**config.mk**
```make
export PLATFORM = sky130hd
export DESIGN_NAME = col_parity_controller
export DESIGN_NICKNAME = d
export VERILOG_FILES = /design/src/rtl/col_parity_controller.sv
export SDC_FILE = /design/constraint.sdc
export NUM_CORES = 1
export LEC_CHECK = 0
export ABC_AREA = 1
export BUFFER_PORTS_ARGS = -buffer_cell sky130_fd_sc_hd__buf_2
export CAP_MARGIN = 20
export CORE_AREA = 2 2 39 41
export CTS_CLUSTER_SIZE = 28
export DETAILED_ROUTE_END_ITERATION = 10
export DIE_AREA = 0 0 41 43
export GPL_TIMING_DRIVEN = 0
export HOLD_SLACK_MARGIN = 0.1
export PLACE_DENSITY = 0.74
export SYNTH_ARGS = -nofsm -noshare
export SYNTH_HDL_FRONTEND = slang
export SYNTH_SLANG_ARGS = --single-unit
```
**constraint.sdc**
```tcl
create_clock -name clk -period 1.5 [get_ports clk]
set_input_delay 0.225 -clock clk [delete_from_list [all_inputs] [get_ports clk]]
set_output_delay 0.225 -clock clk [all_outputs]
set_load 0.05 [all_outputs]
```
**src/rtl/col_parity_controller.sv**
```systemverilog
// col_parity_controller
// Sequencing FSM for the column-parity (theta) datapath. Walks the 64 slices
// and, for each slice, loads the previous slice into the 25-bit register and
// the current slice onto the reader. It then steps the lane counter so the
// file writer takes one bit per cycle. Carry-outs from the datapath counters
// end each phase.
//
// Control outputs are flopped. Each one is the decode of the *next* state, so
// the registered value matches a Moore decode of the current state.

module col_parity_controller (
    input  logic       clk,
    input  logic       rst,
    input  logic       start,
    input  logic [4:0] turn_in,
    input  logic       co_c64,
    input  logic       co_c25,
    output logic [4:0] turn,
    output logic       dp_start,
    output logic       ld_curr_fr,
    output logic       ld_prev_fr,
    output logic       ld_r,
    output logic       en_fw,
    output logic       init0_c64,
    output logic       init0_c25,
    output logic       en_c64,
    output logic       en_c25,
    output logic       busy,
    output logic       done
);

    typedef enum logic [2:0] {
        S_IDLE    = 3'd0,
        S_INIT    = 3'd1,
        S_LD_PREV = 3'd2,
        S_LD_CURR = 3'd3,
        S_CALC    = 3'd4,
        S_NEXT    = 3'd5,
        S_DONE    = 3'd6
    } state_t;

    typedef struct packed {
        logic dp_start;
        logic ld_curr_fr;
        logic ld_prev_fr;
        logic ld_r;
        logic en_fw;
        logic init0_c64;
        logic init0_c25;
        logic en_c64;
        logic en_c25;
        logic busy;
        logic done;
    } ctrl_t;

    state_t     state_q, state_d;
    logic [4:0] turn_q,  turn_d;
    ctrl_t      ctrl_q,  ctrl_d;

    // Control strobes asserted in a given state; IDLE and unused codes give all-zero.
    function automatic ctrl_t decode_ctrl(input state_t s);
        ctrl_t c;
        c = ctrl_t'(11'd0);
        case (s)
            S_INIT: begin
                c.dp_start  = 1'b1;
                c.init0_c64 = 1'b1;
                c.init0_c25 = 1'b1;
                c.busy      = 1'b1;
            end
            S_LD_PREV: begin
                // Reader presents slice (z-1) mod 64 and the register grabs it on the same edge.
                c.ld_prev_fr = 1'b1;
                c.ld_r       = 1'b1;
                c.busy       = 1'b1;
            end
            S_LD_CURR: begin
                c.ld_curr_fr = 1'b1;
                c.busy       = 1'b1;
            end
            S_CALC: begin
                c.en_fw  = 1'b1;
                c.en_c25 = 1'b1;
                c.busy   = 1'b1;
            end
            S_NEXT: begin
                c.en_c64 = 1'b1;
                c.busy   = 1'b1;
            end
            S_DONE: begin
                c.busy = 1'b1;
                c.done = 1'b1;
            end
            default: begin
                c = ctrl_t'(11'd0);
            end
        endcase
        return c;
    endfunction

    // Next-state, turn capture and next-cycle control decode.
    always_comb begin
        state_d = state_q;
        turn_d  = turn_q;
        case (state_q)
            S_IDLE: begin
                if (start) begin
                    state_d = S_INIT;
                    turn_d  = turn_in;
                end else begin
                    state_d = S_IDLE;
                end
            end
            S_INIT: begin
                state_d = S_LD_PREV;
            end
            S_LD_PREV: begin
                state_d = S_LD_CURR;
            end
            S_LD_CURR: begin
                state_d = S_CALC;
            end
            S_CALC: begin
                // Lane 24 is written in the carry cycle; the counter wraps itself.
                if (co_c25) begin
                    state_d = S_NEXT;
                end else begin
                    state_d = S_CALC;
                end
            end
            S_NEXT: begin
                if (co_c64) begin
                    state_d = S_DONE;
                end else begin
                    state_d = S_LD_PREV;
                end
            end
            S_DONE: begin
                // start is deliberately not looked at here.
                state_d = S_IDLE;
            end
            default: begin
                state_d = S_IDLE;
            end
        endcase
        ctrl_d = decode_ctrl(state_d);
    end

    // State, captured turn and flopped control strobes with synchronous reset.
    always_ff @(posedge clk) begin
        if (rst) begin
            state_q <= S_IDLE;
            turn_q  <= 5'd0;
            ctrl_q  <= ctrl_t'(11'd0);
        end else begin
            state_q <= state_d;
            turn_q  <= turn_d;
            ctrl_q  <= ctrl_d;
        end
    end

    assign turn       = turn_q;
    assign dp_start   = ctrl_q.dp_start;
    assign ld_curr_fr = ctrl_q.ld_curr_fr;
    assign ld_prev_fr = ctrl_q.ld_prev_fr;
    assign ld_r       = ctrl_q.ld_r;
    assign en_fw      = ctrl_q.en_fw;
    assign init0_c64  = ctrl_q.init0_c64;
    assign init0_c25  = ctrl_q.init0_c25;
    assign en_c64     = ctrl_q.en_c64;
    assign en_c25     = ctrl_q.en_c25;
    assign busy       = ctrl_q.busy;
    assign done       = ctrl_q.done;

endmodule

```
-- Word-level counts from Yosys, hierarchy flattened
Index checks and enable logic that the tools add are counted.
- bits of input ports: 10
- register bits: 18
- mux-type cells: 12
- eq/ne operators: 11
- reductions and logical operators: 3
- operator list (cell ; number):
    $pmux W3 S6 ; 1
    $eq A3 B3 Y1 const B ; 5
    $eq A3 B2 Y1 const B ; 4
    $mux W1 ; 8
    $eq A3 B1 Y1 const B ; 2
    $reduce_or A6 Y1 ; 1
    $mux W2 ; 2
    $logic_not A3 Y1 ; 1
    $mux W3 ; 1
    $reduce_and A2 Y1 ; 1

-- Logic depth before layout (Yosys ltp)
- word-level depth: 5
- mapped depth: 6

-- Least setup slack after synthesis
OpenSTA, ideal clock, no wires.
- path kind: flip-flop to output port
- start: register, netlist name dp_start
- end: output port init0_c25
- path buffers: 1
- arrival: 914 ps
- setup slack: 361 ps
- data required time: 1275 ps
- cell stages (with the launch flop): 2
- cell sequence: dfxtp_1 -> buf_4
- RTL lines (item ; RTL line ; text):
    to (decl) ; 25 ; output logic init0_c25,

==> flow_metrics.tcl <==
set metrics [dict create \
    status "finished clean" \
    cp_max_fo 3 \
    cts_hold_buf 0 \
    finalClockSkew_ns 0.000950 \
    yosysWarnings 0 \
    die_h_um 43 \
    syn_nets 81 \
    holdCritPathClass "in -> reg" \
    drt.antenna.violating_nets 0 \
    whs_endpoint "en_c64$_SDFF_PP0_" \
    vias 540 \
    cts_sinks 15 \
    synth_cell_type_count 14 \
    portBuffers 25 \
    syn_area_per_cell_sq_um 8.09 \
    place_congestion 0.722 \
    area_delta_synth_final_pct 29.8 \
    final_hold_viol_count 0 \
    cts.clk_slew.worst_paths_ns 0.08 \
    grt_max_degree 11 \
    worst_hold_startpoint "co_c25" \
    track_usage 0.155 \
    final_common_cell "buf_2" \
    final_cell_mix "25 x buf_2, 15 x dfxtp_1, 11 x nand2_1" \
    hold_slack_ns 0.205 \
    arrival_ns 0.97 \
    min_period_ns 1.20 \
    reg2regPathDepth 5 \
    end_kind "output port" \
    synthCells 71 \
    wl_per_cell_um 9.02 \
    fin_area_sq_um 746 \
    rows 14 \
    cts.repair.resized 0 \
    placed_area_sq_um 719 \
    rsz0062_at_grt "false" \
    h-tree-depth 1 \
    slew_headroom 0.718 \
    clock_latency_ns 0.28 \
    drive_gt1_frac 0.380 \
    min_path_cells 3 \
    yosysSeqAreaShare 0.523 \
    core_sq_um 1380 \
    grt-ovfl-total 0 \
    fin_nets 111 \
    setup_viol 0 \
    die_area_sq_um 1760 \
    r2r-start "state_q[0]$_SDFF_PP0_" \
    fmax_ghz 0.835 \
    critPathLaunchType "flip-flop" \
    drt_iter0_drc 8 \
    antenna_found_initial 0 \
    synth-seq-cells 15 \
    wl_um 1050 \
    initial_core_util 0.415 \
    synth.cell_area_sq_um 574 \
    p_leak_nw 0.402 \
    cp_data_required_time_ns 1.27 \
    cts_root_buffer "clkbuf_4" \
    rrSetupSlack_ns 0.40 \
    reg2reg_to "busy$_SDFF_PP0_" \
    hpwl_um 846 \
    cts_inserted_buffers 3 \
    cts_tree "done" \
    grt_pass1_vias 514 \
    firstDrtPassIters 4 \
    fp.dieW_um 41 \
    vdd_ir_drop_max_mv 0.656 \
    fin_tns_setup_ns 0 \
    drcViolationCount 0 \
    maxCapViolCount 0 \
    tightest_slew_ns 0.423 \
    period_share 0.799 \
    grt_pass1_wl_um 1870 \
    ctsLongestPathBuffers 2 \
    cts_setup_buffers 0 \
    slew_violations 0 \
    avgViaCountPerCell 4.66 \
    fin_util 0.539 \
    insertedDiodeCount 0 \
    power_density_nw_per_um2 1270 \
    io_pins 26 \
    path_class "reg -> out" \
]
-- where the power goes --
part	switching, W	internal [W]	total [W]
Clock	0.000121	0.000103	0.000224
Sequential	0.0000193	0.000431	0.000450
Combinational	0.000198	0.0000731	0.000271
Total	0.000338	0.000607	0.000945
-- cell usage after synthesis (all sizes together) --
library cell,n,area [sq um]
nor2,12,50.1
clkbuf,1,3.75
a21oi,6,30.0
nand3,11,65.1
nand2,12,52.6
inv,8,30.0
buf,4,30.0
or2,2,12.5
dfxtp,15,300
-- per-layer routing --
layer  global-route usage  wire, um  share of wire
met1                0.164       424           0.41
met3               0.0157        48          0.046
met5                    0         0              0
met2                0.256       557           0.53
met4                0.120        15          0.014
-- through the flow --
stage / power, W / cells / setup WS [ns]
2_1_floorplan: 0.000671 / 71 / 0.361
3_3_place_gp: 0.000727 / 112 / 0.417
3_5_place_dp: 0.000732 / 112 / 0.417
4_1_cts: 0.000950 / 116 / 0.295
5_1_grt: 0.00100 / 116 / 0.229
6_report: 0.000945 / 116 / 0.302
-- sequential cells by signal, summed over array words and instances (netlist names) --
register    count
ld_curr_fr      1
dp_start        1
en_c64          1
state_q         3
en_c25          1
busy            1
done            1
turn            5
ld_prev_fr      1
-- how the worst max path moves through the flow --
stage | startpoint | endpoint | slack [ns] | cells after the start
6_report | dp_start$_SDFF_PP0_ | init0_c25 | 0.30 | 2
5_1_grt | dp_start$_SDFF_PP0_ | init0_c25 | 0.23 | 2
4_1_cts | dp_start$_SDFF_PP0_ | init0_c25 | 0.29 | 2
3_5_place_dp | state_q[0]$_SDFF_PP0_ | busy$_SDFF_PP0_ | 0.42 | 5
3_3_place_gp | state_q[0]$_SDFF_PP0_ | busy$_SDFF_PP0_ | 0.42 | 5
2_1_floorplan | dp_start$_SDFF_PP0_ | init0_c25 | 0.36 | 1
-- cell families after synthesis --
group / after synthesis / share of synthesized area
flip-flops: 15 / 0.523
AND/OR/NAND/NOR: 37 / 0.314
AO/OA/AOI/OAI: 6 / 0.0523
buffers and inverters: 13 / 0.111
-- critical path, stage by stage, from the launching register on --
cell	delay [ns]
dfxtp_1	0.35
buf_4	0.10
buf_2	0.24
-- final cells by class --
| class | count | area (sq um) |
|---|---|---|
| clock buffer | 4 | 26.3 |
| buffer | 5 | 33.8 |
| tap | 16 | 20.0 |
| timing repair buffer | 25 | 125 |
| sequential | 15 | 300 |
| inverter | 8 | 30.0 |
| multi-input combinational | 43 | 210 |
| fill | 140 | 638 |
Power figures use the tool's default switching activity.
